`config.mk`:
```
export PLATFORM = sky130hd
export DESIGN_NAME = uart_frame_engine
export DESIGN_NICKNAME = d
export VERILOG_FILES = /design/src/rtl/uart_pkg.sv /design/src/rtl/uart_baud_tick.sv /design/src/rtl/uart_frame_engine.sv
export SDC_FILE = /design/constraint.sdc
export NUM_CORES = 1
export LEC_CHECK = 0
export BUFFER_PORTS_ARGS = -buffer_cell sky130_fd_sc_hd__buf_4
export CORE_ASPECT_RATIO = 0.5
export CORE_MARGIN = 2
export CORE_UTILIZATION = 50
export CTS_BUF_LIST = sky130_fd_sc_hd__clkbuf_8
export DETAILED_ROUTE_END_ITERATION = 8
export GPL_TIMING_DRIVEN = 0
export HOLD_SLACK_MARGIN = 0.15
export MAX_ROUTING_LAYER = met4
export PLACE_DENSITY = 0.7
export REMOVE_ABC_BUFFERS = 1
export SYNTH_ARGS = -nofsm -noshare
export SYNTH_HDL_FRONTEND = slang
export SYNTH_HIERARCHICAL = 1
export SYNTH_SLANG_ARGS = --single-unit
```
`constraint.sdc`:
```
create_clock -name clk -period 6.1 [get_ports clk]
set_input_delay 0.61 -clock clk [delete_from_list [all_inputs] [get_ports clk]]
set_output_delay 0.61 -clock clk [all_outputs]
set_load 0.02 [all_outputs]
```
`src/rtl/uart_pkg.sv`:
```
// Shared encodings for the UART frame engine: parity modes, data lengths
// and the FSM states used by both the TX and RX machines.
// Optional parity support is compiled in with the UART_PARITY_EN macro.
package uart_pkg;

    typedef enum logic [1:0] {
        PAR_NONE  = 2'b00,
        PAR_EVEN  = 2'b01,
        PAR_ODD   = 2'b10,
        PAR_NONE2 = 2'b11
    } parity_mode_e;

    typedef enum logic [1:0] {
        DLEN_5 = 2'b00,
        DLEN_6 = 2'b01,
        DLEN_7 = 2'b10,
        DLEN_8 = 2'b11
    } data_len_e;

    typedef enum logic [2:0] {
        ST_IDLE   = 3'd0,
        ST_START  = 3'd1,
        ST_DATA   = 3'd2,
`ifdef UART_PARITY_EN
        ST_PARITY = 3'd3,
`endif
        ST_STOP   = 3'd4
    } frame_state_e;

    // Index of the last data bit for a given length code (5 bits -> 4 ... 8 bits -> 7).
    function automatic logic [2:0] last_bit_idx(input logic [1:0] len);
        return 3'd4 + {1'b0, len};
    endfunction

    // Mask selecting the data bits that are actually transmitted.
    function automatic logic [7:0] len_mask(input logic [1:0] len);
        logic [7:0] m;
        case (data_len_e'(len))
            DLEN_5:  m = 8'h1F;
            DLEN_6:  m = 8'h3F;
            DLEN_7:  m = 8'h7F;
            default: m = 8'hFF;
        endcase
        return m;
    endfunction

    // True when the mode code selects a parity bit.
    function automatic logic parity_on(input logic [1:0] mode);
        return (mode == PAR_EVEN) || (mode == PAR_ODD);
    endfunction

    // Parity bit to transmit: XOR of the live data bits, inverted for odd mode.
    function automatic logic parity_of(input logic [7:0] data, input logic [1:0] len,
                                       input logic [1:0] mode);
        return (^(data & len_mask(len))) ^ (mode == PAR_ODD);
    endfunction

endpackage

```
`src/rtl/uart_baud_tick.sv`:
```
// Free-running baud divider: counts 0..timer_final_value and raises s_tick
// for the single clock in which the count sits at its terminal value.
module uart_baud_tick #(
    parameter int DIVW = 11
) (
    input  logic            clk,
    input  logic            reset,
    input  logic [DIVW-1:0] timer_final_value,
    output logic            s_tick
);

    logic [DIVW-1:0] cnt;

    // Wrap at the terminal count; the >= guards against the terminal being lowered below cnt.
    always_ff @(posedge clk) begin
        if (reset) begin
            cnt <= '0;
        end else if (cnt >= timer_final_value) begin
            cnt <= '0;
        end else begin
            cnt <= cnt + DIVW'(1);
        end
    end

    assign s_tick = (cnt == timer_final_value);

endmodule

```
`src/rtl/uart_frame_engine.sv`:
```
// UART frame engine: configurable TX and RX framers sharing one oversampling
// baud tick. Data length 5..8, optional parity (UART_PARITY_EN), 1 or 2 TX stop bits.
// Without UART_PARITY_EN the parity states vanish and rx_parity_err is tied low.
module uart_frame_engine
    import uart_pkg::*;
#(
    parameter int DIVW    = 11,
    parameter int SB_TICK = 16
) (
    input  logic            clk,
    input  logic            reset,
    input  logic [DIVW-1:0] timer_final_value,
    input  logic [1:0]      cfg_data_bits,
    input  logic [1:0]      cfg_parity,
    input  logic            cfg_stop2,
    input  logic [7:0]      tx_data,
    input  logic            tx_valid,
    output logic            tx_ready,
    output logic            tx,
    input  logic            rx,
    output logic [7:0]      rx_data,
    output logic            rx_valid,
    input  logic            rx_ready,
    output logic            rx_parity_err,
    output logic            rx_frame_err,
    output logic            rx_overrun
);

    localparam int TCW = $clog2(2 * SB_TICK);
    localparam logic [TCW-1:0] TICK_HALF  = TCW'(SB_TICK / 2 - 1);
    localparam logic [TCW-1:0] TICK_BIT   = TCW'(SB_TICK - 1);
    localparam logic [TCW-1:0] TICK_STOP2 = TCW'(2 * SB_TICK - 1);

    logic s_tick;

    uart_baud_tick #(.DIVW(DIVW)) u_baud (
        .clk               (clk),
        .reset             (reset),
        .timer_final_value (timer_final_value),
        .s_tick            (s_tick)
    );

    // ---------------- TX ----------------
    frame_state_e   tx_state, tx_state_n;
    logic [TCW-1:0] tx_tick, tx_tick_n;
    logic [2:0]     tx_bit, tx_bit_n;
    logic [2:0]     tx_last, tx_last_n;
    logic [7:0]     tx_shreg, tx_shreg_n;
    logic           tx_stop2, tx_stop2_n;
    logic           tx_q, tx_q_n;
`ifdef UART_PARITY_EN
    logic           tx_par_en, tx_par_en_n;
    logic           tx_par_bit, tx_par_bit_n;
`endif

    // TX next-state logic; tx_q_n is the line level for the state being entered.
    always_comb begin
        tx_state_n = tx_state;
        tx_tick_n  = tx_tick;
        tx_bit_n   = tx_bit;
        tx_last_n  = tx_last;
        tx_shreg_n = tx_shreg;
        tx_stop2_n = tx_stop2;
`ifdef UART_PARITY_EN
        tx_par_en_n  = tx_par_en;
        tx_par_bit_n = tx_par_bit;
`endif
        case (tx_state)
            ST_IDLE: begin
                if (tx_valid) begin
                    tx_state_n = ST_START;
                    tx_tick_n  = '0;
                    tx_shreg_n = tx_data;
                    tx_last_n  = last_bit_idx(cfg_data_bits);
                    tx_stop2_n = cfg_stop2;
`ifdef UART_PARITY_EN
                    tx_par_en_n  = parity_on(cfg_parity);
                    tx_par_bit_n = parity_of(tx_data, cfg_data_bits, cfg_parity);
`endif
                end
            end
            ST_START: begin
                if (s_tick) begin
                    if (tx_tick == TICK_BIT) begin
                        tx_tick_n  = '0;
                        tx_bit_n   = '0;
                        tx_state_n = ST_DATA;
                    end else begin
                        tx_tick_n = tx_tick + TCW'(1);
                    end
                end
            end
            ST_DATA: begin
                if (s_tick) begin
                    if (tx_tick == TICK_BIT) begin
                        tx_tick_n  = '0;
                        tx_shreg_n = tx_shreg >> 1;
                        if (tx_bit == tx_last) begin
`ifdef UART_PARITY_EN
                            tx_state_n = tx_par_en ? ST_PARITY : ST_STOP;
`else
                            tx_state_n = ST_STOP;
`endif
                        end else begin
                            tx_bit_n = tx_bit + 3'd1;
                        end
                    end else begin
                        tx_tick_n = tx_tick + TCW'(1);
                    end
                end
            end
`ifdef UART_PARITY_EN
            ST_PARITY: begin
                if (s_tick) begin
                    if (tx_tick == TICK_BIT) begin
                        tx_tick_n  = '0;
                        tx_state_n = ST_STOP;
                    end else begin
                        tx_tick_n = tx_tick + TCW'(1);
                    end
                end
            end
`endif
            ST_STOP: begin
                if (s_tick) begin
                    if (tx_tick == (tx_stop2 ? TICK_STOP2 : TICK_BIT)) begin
                        tx_tick_n  = '0;
                        tx_state_n = ST_IDLE;
                    end else begin
                        tx_tick_n = tx_tick + TCW'(1);
                    end
                end
            end
            default: begin
                tx_tick_n  = '0;
                tx_state_n = ST_IDLE;
            end
        endcase

        tx_q_n = 1'b1;
        case (tx_state_n)
            ST_START:  tx_q_n = 1'b0;
            ST_DATA:   tx_q_n = tx_shreg_n[0];
`ifdef UART_PARITY_EN
            ST_PARITY: tx_q_n = tx_par_bit_n;
`endif
            default:   tx_q_n = 1'b1;
        endcase
    end

    // TX control registers; the serial line is registered so it never glitches.
    always_ff @(posedge clk) begin
        if (reset) begin
            tx_state <= ST_IDLE;
            tx_tick  <= '0;
            tx_bit   <= '0;
            tx_q     <= 1'b1;
        end else begin
            tx_state <= tx_state_n;
            tx_tick  <= tx_tick_n;
            tx_bit   <= tx_bit_n;
            tx_q     <= tx_q_n;
        end
    end

    // TX frame snapshot: data and configuration held for the whole frame.
    always_ff @(posedge clk) begin
        tx_shreg <= tx_shreg_n;
        tx_last  <= tx_last_n;
        tx_stop2 <= tx_stop2_n;
`ifdef UART_PARITY_EN
        tx_par_en  <= tx_par_en_n;
        tx_par_bit <= tx_par_bit_n;
`endif
    end

    assign tx       = tx_q;
    assign tx_ready = (tx_state == ST_IDLE);

    // ---------------- RX ----------------
    logic           rx_s1, rx_s2;
    logic           rx_armed, rx_armed_n;
    frame_state_e   rx_state, rx_state_n;
    logic [TCW-1:0] rx_tick, rx_tick_n;
    logic [2:0]     rx_bit, rx_bit_n;
    logic [2:0]     rx_last, rx_last_n;
    logic [7:0]     rx_buf, rx_buf_n;
    logic           rx_done, rx_stop_bad;
    logic           rx_handshake;
`ifdef UART_PARITY_EN
    logic           rx_par_en, rx_par_en_n;
    logic           rx_par_odd, rx_par_odd_n;
    logic           rx_par_fail, rx_par_fail_n;
    logic           rx_parity_err_q;
`else
    logic           unused_cfg_parity;
    assign unused_cfg_parity = ^cfg_parity;
`endif

    // Two-flop synchroniser for the asynchronous line; resets to the idle level.
    always_ff @(posedge clk) begin
        if (reset) begin
            rx_s1 <= 1'b1;
            rx_s2 <= 1'b1;
        end else begin
            rx_s1 <= rx;
            rx_s2 <= rx_s1;
        end
    end

    // RX next-state logic: start detect, mid-start resample, then one sample per bit.
    always_comb begin
        rx_state_n  = rx_state;
        rx_tick_n   = rx_tick;
        rx_bit_n    = rx_bit;
        rx_last_n   = rx_last;
        rx_buf_n    = rx_buf;
        rx_armed_n  = rx_armed;
        rx_done     = 1'b0;
        rx_stop_bad = 1'b0;
`ifdef UART_PARITY_EN
        rx_par_en_n   = rx_par_en;
        rx_par_odd_n  = rx_par_odd;
        rx_par_fail_n = rx_par_fail;
`endif
        case (rx_state)
            ST_IDLE: begin
                // A line that has never been seen high (e.g. a held break) cannot start a frame.
                if (!rx_armed) begin
                    rx_armed_n = rx_s2;
                end else if (!rx_s2) begin
                    rx_armed_n = 1'b0;
                    rx_state_n = ST_START;
                    rx_tick_n  = '0;
                    rx_buf_n   = '0;
                    rx_last_n  = last_bit_idx(cfg_data_bits);
`ifdef UART_PARITY_EN
                    rx_par_en_n   = parity_on(cfg_parity);
                    rx_par_odd_n  = (cfg_parity == PAR_ODD);
                    rx_par_fail_n = 1'b0;
`endif
                end
            end
            ST_START: begin
                if (s_tick) begin
                    if (rx_tick == TICK_HALF) begin
                        rx_tick_n = '0;
                        rx_bit_n  = '0;
                        rx_state_n = rx_s2 ? ST_IDLE : ST_DATA;
                    end else begin
                        rx_tick_n = rx_tick + TCW'(1);
                    end
                end
            end
            ST_DATA: begin
                if (s_tick) begin
                    if (rx_tick == TICK_BIT) begin
                        rx_tick_n        = '0;
                        rx_buf_n[rx_bit] = rx_s2;
                        if (rx_bit == rx_last) begin
`ifdef UART_PARITY_EN
                            rx_state_n = rx_par_en ? ST_PARITY : ST_STOP;
`else
                            rx_state_n = ST_STOP;
`endif
                        end else begin
                            rx_bit_n = rx_bit + 3'd1;
                        end
                    end else begin
                        rx_tick_n = rx_tick + TCW'(1);
                    end
                end
            end
`ifdef UART_PARITY_EN
            ST_PARITY: begin
                if (s_tick) begin
                    if (rx_tick == TICK_BIT) begin
                        rx_tick_n     = '0;
                        rx_par_fail_n = rx_s2 ^ (^rx_buf) ^ rx_par_odd;
                        rx_state_n    = ST_STOP;
                    end else begin
                        rx_tick_n = rx_tick + TCW'(1);
                    end
                end
            end
`endif
            ST_STOP: begin
                if (s_tick) begin
                    if (rx_tick == TICK_BIT) begin
                        rx_tick_n   = '0;
                        rx_done     = 1'b1;
                        rx_stop_bad = !rx_s2;
                        rx_state_n  = ST_IDLE;
                    end else begin
                        rx_tick_n = rx_tick + TCW'(1);
                    end
                end
            end
            default: begin
                rx_tick_n  = '0;
                rx_state_n = ST_IDLE;
            end
        endcase
    end

    // RX control registers.
    always_ff @(posedge clk) begin
        if (reset) begin
            rx_state <= ST_IDLE;
            rx_tick  <= '0;
            rx_bit   <= '0;
            rx_armed <= 1'b0;
        end else begin
            rx_state <= rx_state_n;
            rx_tick  <= rx_tick_n;
            rx_bit   <= rx_bit_n;
            rx_armed <= rx_armed_n;
        end
    end

    // RX frame assembly registers.
    always_ff @(posedge clk) begin
        rx_buf  <= rx_buf_n;
        rx_last <= rx_last_n;
`ifdef UART_PARITY_EN
        rx_par_en   <= rx_par_en_n;
        rx_par_odd  <= rx_par_odd_n;
        rx_par_fail <= rx_par_fail_n;
`endif
    end

    assign rx_handshake = rx_valid && rx_ready;

    // Output holding register: a completed frame is dropped (and flagged) only if the
    // previous one is still pending and not being taken in the same cycle.
    always_ff @(posedge clk) begin
        if (reset) begin
            rx_valid     <= 1'b0;
            rx_data      <= '0;
            rx_frame_err <= 1'b0;
            rx_overrun   <= 1'b0;
`ifdef UART_PARITY_EN
            rx_parity_err_q <= 1'b0;
`endif
        end else begin
            if (rx_handshake) begin
                rx_valid   <= 1'b0;
                rx_overrun <= 1'b0;
            end
            if (rx_done) begin
                if (!rx_valid || rx_handshake) begin
                    rx_valid     <= 1'b1;
                    rx_data      <= rx_buf;
                    rx_frame_err <= rx_stop_bad;
`ifdef UART_PARITY_EN
                    rx_parity_err_q <= rx_par_fail;
`endif
                end else begin
                    rx_overrun <= 1'b1;
                end
            end
        end
    end

`ifdef UART_PARITY_EN
    assign rx_parity_err = rx_parity_err_q;
`else
    assign rx_parity_err = 1'b0;
`endif

endmodule

```
; ---- Yosys cells after proc, flatten, opt, wreduce, memory -nomap -nowiden
; Cells that the tools add are included.
[word_totals]
register_bits = 71
input_bits = 29
output_inout_bits = 14
elab_cells = 162
[op_classes]
n_addsub = 6
order_cmp = 3
eq_ne = 34
n_mux = 73
n_bitwise = 1
reduce_logical = 24
[op_table]
columns = op, n
row1 = $mux W3, 27
row2 = $mux W5, 12
row3 = $mux W8, 7
row4 = $ne A2 B2 Y1 const B, 17
row5 = $pmux W8 S2, 2
row6 = $pmux W5 S3, 2
row7 = $pmux W3 S4, 2
row8 = $mux W1, 15
row9 = $pmux W3 S2, 2
row10 = $reduce_and A6 Y1, 2
row11 = $add A11 B1 Y11 const B, 1
row12 = $eq A11 B11 Y1, 1
row13 = $ge A11 B11 Y1, 1
row14 = $add A5 B1 Y5 const B, 2
row15 = $eq A5 B4 Y1 const B, 2
row16 = $eq A3 B1 Y1 const B, 3
row17 = $eq A3 B2 Y1 const B, 3
row18 = $reduce_and A9 Y1, 1
row19 = $bwmux W8, 1
row20 = $reduce_and A4 Y1, 2
row21 = $reduce_bool A2 Y1, 4
row22 = $add A3 B1 Y3 const B, 2
row23 = $eq A3 B3 Y1, 2
row24 = $eq A3 B3 Y1 const B, 2
row25 = other kinds (18), 26

; ---- Logic depth before layout (Yosys ltp)
[depth]
depth_word = 8
depth_mapped = 12
depth_no_buf = 10

; ---- Cells and area by module
; Netlist, hierarchy kept.
[modules_own_cells]
columns = module, instances, cells_per_inst, area_each_um2, seq_area_each_um2
row1 = uart_frame_engine, 1, 314, 2967.8, 1361.3
row2 = uart_baud_tick, 1, 83, 721.9, 220.2

; ---- Worst setup path before layout
; No wires, ideal clock.
[synth_timing]
kind = input-to-reg
from = input port timer_final_value[10]
to = register rx_buf[0], enable pin
setup_time_ns = 0.383
arrival_time_ns = 2.520
required_ns = 5.717
path_slack_ns = 3.197
path_stages = 8
path_buffers = 1
path_cell_list = inv_1 ha_1 nand4_1 or3_1 nor2_1 buf_2 a31oi_1 nor3_1
[synth_via]
elab_chain_cells = 3
[synth_lines]
columns = item, line
row1 = start: declaration, uart_frame_engine.sv:12  ; input logic [DIVW-1:0] timer_final_value,
row2 = $eq A11 B11 Y1, uart_baud_tick.sv:25  ; assign s_tick = (cnt == timer_final_value);
row3 = named net s_tick, uart_frame_engine.sv:34  ; logic s_tick;
row4 = $ne A2 B2 Y1 (no source line), --
row5 = $reduce_and A5 Y1 (no source line), --
row6 = end signal: assignment, uart_frame_engine.sv:323  ; rx_buf <= rx_buf_n;
row7 = end: declaration, uart_frame_engine.sv:187  ; logic [7:0] rx_buf, rx_buf_n;
; The timed path passes the listed nets, and every way through them passes these cells.
; A chain may end at the register's enable or synchronous reset.

; ---- Worst setup path after layout
[layout_timing]
from = input port timer_final_value[8]
to = register rx_data[5]
[layout_via]
elab_chain_cells = 4
[layout_lines]
columns = item, line
row1 = $eq A11 B11 Y1, uart_baud_tick.sv:25
row2 = named net s_tick, uart_frame_engine.sv:34
row3 = $mux W1, uart_frame_engine.sv:288  ; if (s_tick) begin
row4 = $mux W1, uart_frame_engine.sv:226  ; case (rx_state)
row5 = $reduce_and A2 Y1 (no source line), --
row6 = end signal: assignment, uart_frame_engine.sv:353  ; rx_data <= rx_buf;
row7 = end: declaration, uart_frame_engine.sv:21  ; output logic [7:0] rx_data,
; The timed path passes the listed nets, and every way through them passes these cells.

==> metrics <==
status finished clean; Startpoint Class primary input; R2R Path End rx_data[5]; Initial Util 0.510; clk slew on worst S/H paths 0.07 ns; unrepaired setup endpoints after global routing false; Max Cap Violations 0; ys flop type dfxtp_1; # diodes 0; endpoints failing setup 0; largest net degree at the start of global routing 39; Wirelength per Cell 13.7 um; Netlist Area Pre-Place 0.00369 mm2; crit path max fanout 13; gr ovfl total 0; Die ar. 0.00812 mm2; clk_lat worst skew 0.35 ns; antenna violations before repair 0; Reg area 0.00158 mm2; CP required 6.32 ns; R2R cell count 9; leakage 1.69 nW; Syn Area/Cell 9.29 um2; hold_buf cts 0; Cell Pwr Density 225 mW/mm2; H-tree depth 3; postcts setup bufs 0; Seq cells post-synth 69; Routed WL 7180 um; Horiz. Die Dim 125 um; Routed Antenna Nets 0; Synth area leader dfxtp_1; Sinks on Clock Net 69; Worst Skew 0.0100 ns; vias in the first global route 2821; mean number of vias per cell 5.55; Post-route DRC 0; relative slew slack 0.215; # fillers 627; fin. max-slew vios 0; Yosys cell types 58; top-area cell type share of the netlist area 0.266; Clock power frac 0.396; Worst Setup Slack, final 2.59 ns; final hold violations 0; Power, Total 0.941 mW; synthesized instance count 397; cells along the critical path buf_4 > inv_1 > ha_1 > nand4_1 > or3_1 > nor2_1 > nand2_1 > nor2_1 > and2_1 > mux2i_1 > nor2_1; Sequential Power Share 0.526; CP most frequent cell nor2_1; top cells by area, synth dfxtp_1 27%, edfxtp_1 16%, ha_1 7.1%; dpl hpwl 5090 um; core area 0.00724 mm2; Hold Crit Class reg2reg; slowest stage delay, CP 0.75 ns; Vias 2921; final-stage net count 475; Final Util 0.577; initial detailed-routing violation count 198; IO buf count 39; drt first pass iters 4; sequential share of the synthesized area 0.429; EDFF count, synth 20; GRT Overall Usage 0.198; min-delay src rx_s1; layout cells sized above 1 0.156; Peak VDD IR 106 uV; WS Path Type in2reg; Post-Layout Cell Count 526; first-pass GRT wire length 12400 um; combinational share of power 0.078; GP Congestion 0.812; Pint 0.718 mW; min cycle time layout 3.51 ns; Critical R2R Launch u_baud/cnt[8]; Critical-path top delay cell nor2_1; commonest non-fill, non-tap cells in the layout 52 x nor2_1, 49 x dfxtp_1, 39 x buf_4; I/O Pins 43; clk root buf clkbuf_8; placed insts 510; Max Buffers Root-to-Sink 2; switching share of power 0.237; reg2reg setup slack 2.60 ns; Psw 0.223 mW; Num CTS Buffers 9; cts repair resizes 0; Place WS 2.19 ns; die height 64.7 um; Final Cycle Share 0.576; most common cell after layout, fill and taps aside nor2_1; crit path DAT 3.74 ns; ys async rst share 0; Area Growth Syn to Fin 13.3%; area of the multi-input gates 0.00190 mm2; Least-Margin Pin Slew 1.17 ns; CTS tree done; fmax 285 MHz; crit path from timer_final_value[8]; CP endpoint rx_data[5]; Ys Warns 6; site row count 22; Post-Route Setup TNS 0 ns; Critical Path Sink Type register
==> per-stage QoR <==
stage	hold WS, ns	instance area, um2
final	0.415	4180
after global placement	0.392	3980
after global routing	0.421	4180
after CTS	0.419	4180
after detailed placement	0.400	3980
after floorplan	0.389	3570
==> power groups by stage <==
stage | clock, mW | sequential, mW | combinational [mW]
floorplan | 0 | 0.503 | 0.0436
global placement | 0 | 0.505 | 0.0694
detailed placement | 0 | 0.505 | 0.0732
CTS | 0.382 | 0.495 | 0.0737
global route | 0.398 | 0.497 | 0.0819
finish | 0.373 | 0.495 | 0.0732
==> registers in the layout, indices dropped and copies added, names as in the netlist, 2 cells and up <==
name        cells
rx_buf          8
rx_bit          3
rx_tick         5
tx_bit          3
rx_last         2
u_baud/cnt     11
tx_shreg        8
rx_data         8
tx_state        3
tx_tick         5
tx_last         2
rx_state        3
==> logic make-up (layout without fill, tap and decap cells) <==
| family | after synthesis | count (layout) | synth area share |
|---|---|---|---|
| buf+inv | 46 | 79 | 0.0576 |
| xor+xnor | 16 | 16 | 0.0380 |
| simple gates | 159 | 159 | 0.224 |
| compound gates | 68 | 68 | 0.133 |
| other cells | 1 | 1 | 0.00102 |
| mux | 17 | 17 | 0.0461 |
| fa+ha+maj | 21 | 21 | 0.0712 |
| flops | 69 | 69 | 0.429 |
==> final cells by class <==
class                   instances  area share
multi-input cells             282       0.453
flip-flops and latches         69       0.378
repair buffers                 39      0.0700
clock buffers                  10      0.0329
well taps                      96      0.0287
inverters                      24      0.0216
clock inverters                 6      0.0150
==> worst max-delay path: cells and delay by family <==
family	cells	cell delay, ns
and+or+nand+nor	7	2.44
adders and majority gates	1	0.29
muxes	1	0.27
buffers and inverters	2	0.11
==> cell usage after synthesis, types with 2 or more instances <==
cell       count
and3_1         5
o21ai_1        4
nor3b_1        3
buf_2          8
or3_1          6
nand3_1       16
clkbuf_1       9
a22o_1         7
dfxtp_1       49
or2_2          3
xor2_1        12
nor3_1         6
ha_1          21
o21ai_0        5
a21o_2         2
and2_1         2
xnor2_1        4
o32a_1         3
a221oi_1       2
buf_4          2
a2bb2oi_1      2
a21oi_1       19
o21a_1         2
nand2b_1       3
or4_1          3
mux2i_1       17
nand4_1        7
nor4_1         4
a211oi_1       4
nor2b_1        7
edfxtp_1      20
nand2_1       25
or3b_1         5
buf_6          3
o21bai_1       2
nand3b_1       5
nor2_1        52
a31oi_1        6
inv_1         23
==> worst min path at each step <==
stage	end	slack [ns]	depth (start not counted)
floorplan	rx_s2	0.39	1
global placement	rx_s2	0.39	1
detailed placement	rx_s2	0.40	1
CTS	rx_s2	0.42	1
global route	tx_stop2	0.42	1
finish	rx_s2	0.41	1
==> routing by layer <==
metal	GRT usage	routed length [um]	share of wire
met1	0.220	3330	0.46
met2	0.343	3440	0.48
met3	0.0611	334	0.047
met4	0.0694	80	0.011
met5	-	0	0
Power figures use the tool's default switching activity.
